**src/rtl/ram_arbiter.sv**
```systemverilog
// ram_arbiter: shares one single-port RAM between CPU port A and streaming port B
// with round-robin arbitration, bounded burst lock and per-port read-valid steering.
module ram_arbiter #(
  parameter int unsigned MAX_LOCK = 8
) (
  input  logic        clk,
  input  logic        reset,
  input  logic        a_req,
  input  logic        a_we,
  input  logic        a_lock,
  input  logic [14:0] a_addr,
  input  logic [7:0]  a_wdata,
  output logic        a_gnt,
  output logic        a_rvalid,
  output logic [7:0]  a_rdata,
  input  logic        b_req,
  input  logic        b_we,
  input  logic        b_lock,
  input  logic [14:0] b_addr,
  input  logic [7:0]  b_wdata,
  output logic        b_gnt,
  output logic        b_rvalid,
  output logic [7:0]  b_rdata,
  output logic [14:0] ram_addr,
  output logic [7:0]  ram_data_in,
  output logic        ram_write_enable,
  input  logic [7:0]  ram_data_out
);
  localparam logic [7:0] LP_MAX = 8'(MAX_LOCK);
  typedef enum logic [1:0] {S_ARB, S_LOCK_A, S_LOCK_B} state_t;
  state_t     r_state, w_state_nx;
  logic       r_ptr, w_ptr_nx;
  logic [7:0] r_cnt, w_cnt_nx;
  logic       r_a_rvalid, r_b_rvalid;
  logic       w_lock, w_own, w_own_req, w_oth_req, w_own_lock;
  logic       w_force, w_keep, w_arb_b, w_sel_b, w_sel_lock, w_gnt;
  always_ff @(posedge clk) begin
    if (reset) begin
      r_state    <= S_ARB;
      r_ptr      <= 1'b1;
      r_cnt      <= 8'd0;
      r_a_rvalid <= 1'b0;
      r_b_rvalid <= 1'b0;
    end else begin
      r_state    <= w_state_nx;
      r_ptr      <= w_ptr_nx;
      r_cnt      <= w_cnt_nx;
      r_a_rvalid <= a_gnt & ~a_we;
      r_b_rvalid <= b_gnt & ~b_we;
    end
  end
  // w_own: 1 when B holds the lock; w_force hands one access to the waiting port
  assign w_lock     = r_state != S_ARB;
  assign w_own      = r_state == S_LOCK_B;
  assign w_own_req  = w_own ? b_req : a_req;
  assign w_oth_req  = w_own ? a_req : b_req;
  assign w_own_lock = w_own ? b_lock : a_lock;
  assign w_force    = w_lock & w_own_req & w_oth_req & (r_cnt >= LP_MAX);
  assign w_keep     = w_lock & w_own_req & ~w_force;
  assign w_arb_b    = b_req & (~a_req | ~r_ptr);
  assign w_sel_b    = w_force ? ~w_own : w_keep ? w_own : w_arb_b;
  assign w_sel_lock = w_sel_b ? b_lock : a_lock;
  assign w_gnt      = ~reset & (a_req | b_req);
  always_comb begin
    w_state_nx = S_ARB;
    w_ptr_nx   = r_ptr;
    w_cnt_nx   = r_cnt;
    if (w_gnt) begin
      w_ptr_nx = w_sel_b;
      if (w_keep & w_own_lock) begin
        w_state_nx = r_state;
        w_cnt_nx   = r_cnt + 8'(r_cnt != 8'hFF);
      end else if (~w_force & ~w_keep & w_sel_lock) begin
        w_state_nx = w_sel_b ? S_LOCK_B : S_LOCK_A;
        w_cnt_nx   = 8'd1;
      end
    end
  end
  always_comb begin
    a_gnt            = w_gnt & ~w_sel_b;
    b_gnt            = w_gnt & w_sel_b;
    ram_addr         = b_gnt ? b_addr : a_addr;
    ram_data_in      = b_gnt ? b_wdata : a_wdata;
    ram_write_enable = (a_gnt & a_we) | (b_gnt & b_we);
    a_rvalid         = r_a_rvalid & ~reset;
    b_rvalid         = r_b_rvalid & ~reset;
    a_rdata          = ram_data_out;
    b_rdata          = ram_data_out;
  end
endmodule

```
**config.mk**
```make
export PLATFORM = sky130hd
export DESIGN_NAME = ram_arbiter
export DESIGN_NICKNAME = d
export VERILOG_FILES = /design/src/rtl/ram_arbiter.sv
export SDC_FILE = /design/constraint.sdc
export NUM_CORES = 1
export LEC_CHECK = 0
export BUFFER_PORTS_ARGS = -buffer_cell sky130_fd_sc_hd__buf_2
export CAP_MARGIN = 20
export CORE_MARGIN = 2
export CORE_UTILIZATION = 39
export CTS_CLUSTER_SIZE = 28
export DETAILED_ROUTE_END_ITERATION = 7
export PLACE_DENSITY = 0.77
export REMOVE_ABC_BUFFERS = 1
export SLEW_MARGIN = 30
export SYNTH_ARGS = -nofsm -noshare
export SYNTH_HDL_FRONTEND = slang
export SYNTH_SLANG_ARGS = --single-unit
```
**constraint.sdc**
```tcl
create_clock -name clk -period 2.1 [get_ports clk]
set_input_delay 0.105 -clock clk [delete_from_list [all_inputs] [get_ports clk]]
set_output_delay 0.105 -clock clk [all_outputs]
set_load 0.01 [all_outputs]
```
==> flow_summary.toml <==
[die]
io_pins = 106
core_mm2 = 0.00328
die_w_um = 62.1
dieArea_mm2 = 0.00386
start_util_pct = 40.1
die_h_um = 62.1
rows = 21

[route]
wire_per_inst_um = 16.4
ant_nets = 0
detailedRoute.firstPassIterationCount = 5
drt_iter0_markers = 47
dr_total_vias = 1344
drc = 0
wl_um = 4270
viasPerCell = 5.15

[worst_setup_path]
cp-start-kind = "flip-flop"
cp_max_fo = 13
cp-end-kind = "primary output"
critical_path_class = "flip-flop to primary output"
critPathArrivalTime_ns = 2.21
crit_required_ns = 2.00

[cts]
tritoncts = "done"
root_buffer = "clkbuf_4"
h-tree-depth = 1
clock_latency_ns = 0.27
clk_pin_slew_worst_paths_ns = 0.09
cts_made_buffers = 3
clockBufferDepth = 2
clock-sinks = 13

[synth]
synthTopCellsByArea = "mux2_4 (21%), dfxtp_1 (20%), buf_4 (9.1%), mux2_2 (4.3%), o311ai_4 (4.0%)"
ys_async_sr_fraction_pct = 0
yosys_warnings = 0
syn_area_mm2 = 0.00132
yosysTopAreaCellShare_pct = 20.5
avgSynthCellArea_um2 = 9.83
synth_area_leader_cell = "mux2_4"
ys_seq_elements = 13
synth_edf_count = 0
synthTopCellsByCount = "mux2_4 (18), buf_4 (16), dfxtp_1 (13)"
synthFlopType = "dfxtp_1"
synth_seq_area_share_pct = 19.8
synth.distinct_cells = 39
synthCells = 134
synth_most_common_cell = "mux2_4"

[timing]
holdWs_ns = 0.102
worst_slack_ns = -0.212
min_period_ns = 2.31
worst_pin_slew_ns = 0.390
skew_ns = 0.00773
setup_viol = 23
drv_slew = 0
grt_setup_unrepaired = "true"
max-slew-margin-rel_pct = 73.8
fin_crit_sh_pct = 110
finalHoldViolations = 0
max_freq_mhz = 432

[finish]
multi_input_area_um2 = 906
nets = 280
fillers = 254
n_antenna_cell = 0
drive_gt1_share_pct = 62.8
fin_cells = 261
area_delta_synth_final_pct = 50.6
register_area_um2 = 262

[global_route]
grt_max_degree = 14
grt_pass1_vias = 1292
track_usage_pct = 18.1
antenna_found_initial = 0
grt_pass1_wl_um = 5790
grt.overflow.total = 0

[placed_design]
dpl.cell_count = 252
place_hpwl_um = 2880
place.gp.congestion = 0.777
io_buffers = 81

[worst_hold_path]
hp-class = "primary input to flip-flop"

[run_status]
violations = "negative setup slack"
status = "finished, violations left"

[pwr]
p_leak_nw = 0.946
p_per_area_mw_per_mm2 = 384
finalPower_mw = 0.763
irDropWorstVdd_uv = 208

[job]
cap_violations = 0
==> power breakdown <==
group	switching [mW]	internal, mW	total [mW]
Clock	0.0812	0.0735	0.155
Combinational	0.144	0.205	0.348
Sequential	0.00557	0.254	0.260
Total	0.230	0.532	0.763
==> critical path, stage by stage, from the launching register on <==
cell and delay (ns):
dfxtp_2 0.33, or3_4 0.40, o311ai_4 0.28, a21oi_4 0.13
nor2_8 0.18, buf_12 0.17, mux2_4 0.30, buf_2 0.15
==> kinds of logic after synthesis <==
group	synth area share (%)
simple gates	19.3
buf+inv	14.3
mux	24.8
compound gates	16.0
flops	19.8
xor+xnor	3.99
fa+ha+maj	1.90
==> metrics by stage <==
stage / cell area [um^2] / util, % / setup slack [ns] / setup TNS [ns]
after global routing: 1980 / 60.4 / -0.277 / -5.69
final: 1980 / 60.4 / -0.212 / -4.24
after global placement: 1720 / 52.4 / 0.148 / 0
after floorplan: 1140 / - / 0.0390 / 0
after detailed placement: 1720 / 52.4 / 0.122 / 0
after CTS: 1770 / 53.8 / -0.187 / -3.87
==> cells in the final DEF (no fill, tap or decap), types with 3 or more instances in the layout <==
| master | count |
|---|---|
| buf_2 | 59 |
| mux2_4 | 23 |
| buf_6 | 22 |
| buf_4 | 12 |
| dfxtp_1 | 12 |
| nor2_1 | 10 |
| nand2_1 | 8 |
| a21oi_1 | 6 |
| xor2_1 | 6 |
| inv_1 | 4 |
| nand3_1 | 4 |
| nor2b_1 | 3 |
| nor3_1 | 3 |
| a32o_1 | 3 |
| clkbuf_4 | 3 |
==> sequential cells by signal, indices dropped and copies added, names as in the netlist <==
name and cells:
r_a_rvalid 1, r_state 2, r_b_rvalid 1, r_cnt 8, r_ptr 1
==> metal layers <==
layer	track usage [%]	routed length, um	vias to the layer above
li1	-	-	639
met1	19.8	1670	605
met2	30.2	2100	90
met3	7.79	397	10
met4	8.89	103	0
met5	0	0	-
==> timing repair <==
action,in CTS,in global routing
hold buffers,2,0
endpoints found under the setup margin,23,24
setup buffers,0,2
endpoints found under the hold margin,2,0
pin swaps,0,0
cloned,0,1
gates resized for setup,0,34
==> path summary, 6_finish.rpt <==
check	from	end	depth (start not counted)	slack (ns)
setup / recovery	r_cnt[5]	ram_addr[6]	7	-0.21
hold reg to reg	r_ptr	r_ptr	2	0.49
setup reg to reg	r_cnt[5]	r_cnt[0]	6	0.31
hold / removal	reset	r_b_rvalid	2	0.10
==> cell type report <==
class / count / area share (%)
clock buffers: 4 / 1.32
well taps: 46 / 2.90
multi-input cells: 96 / 45.6
inverters: 4 / 0.757
flip-flops and latches: 13 / 13.2
repair buffers: 98 / 36.2
Note: power is estimated with default switching activity, not from simulation.
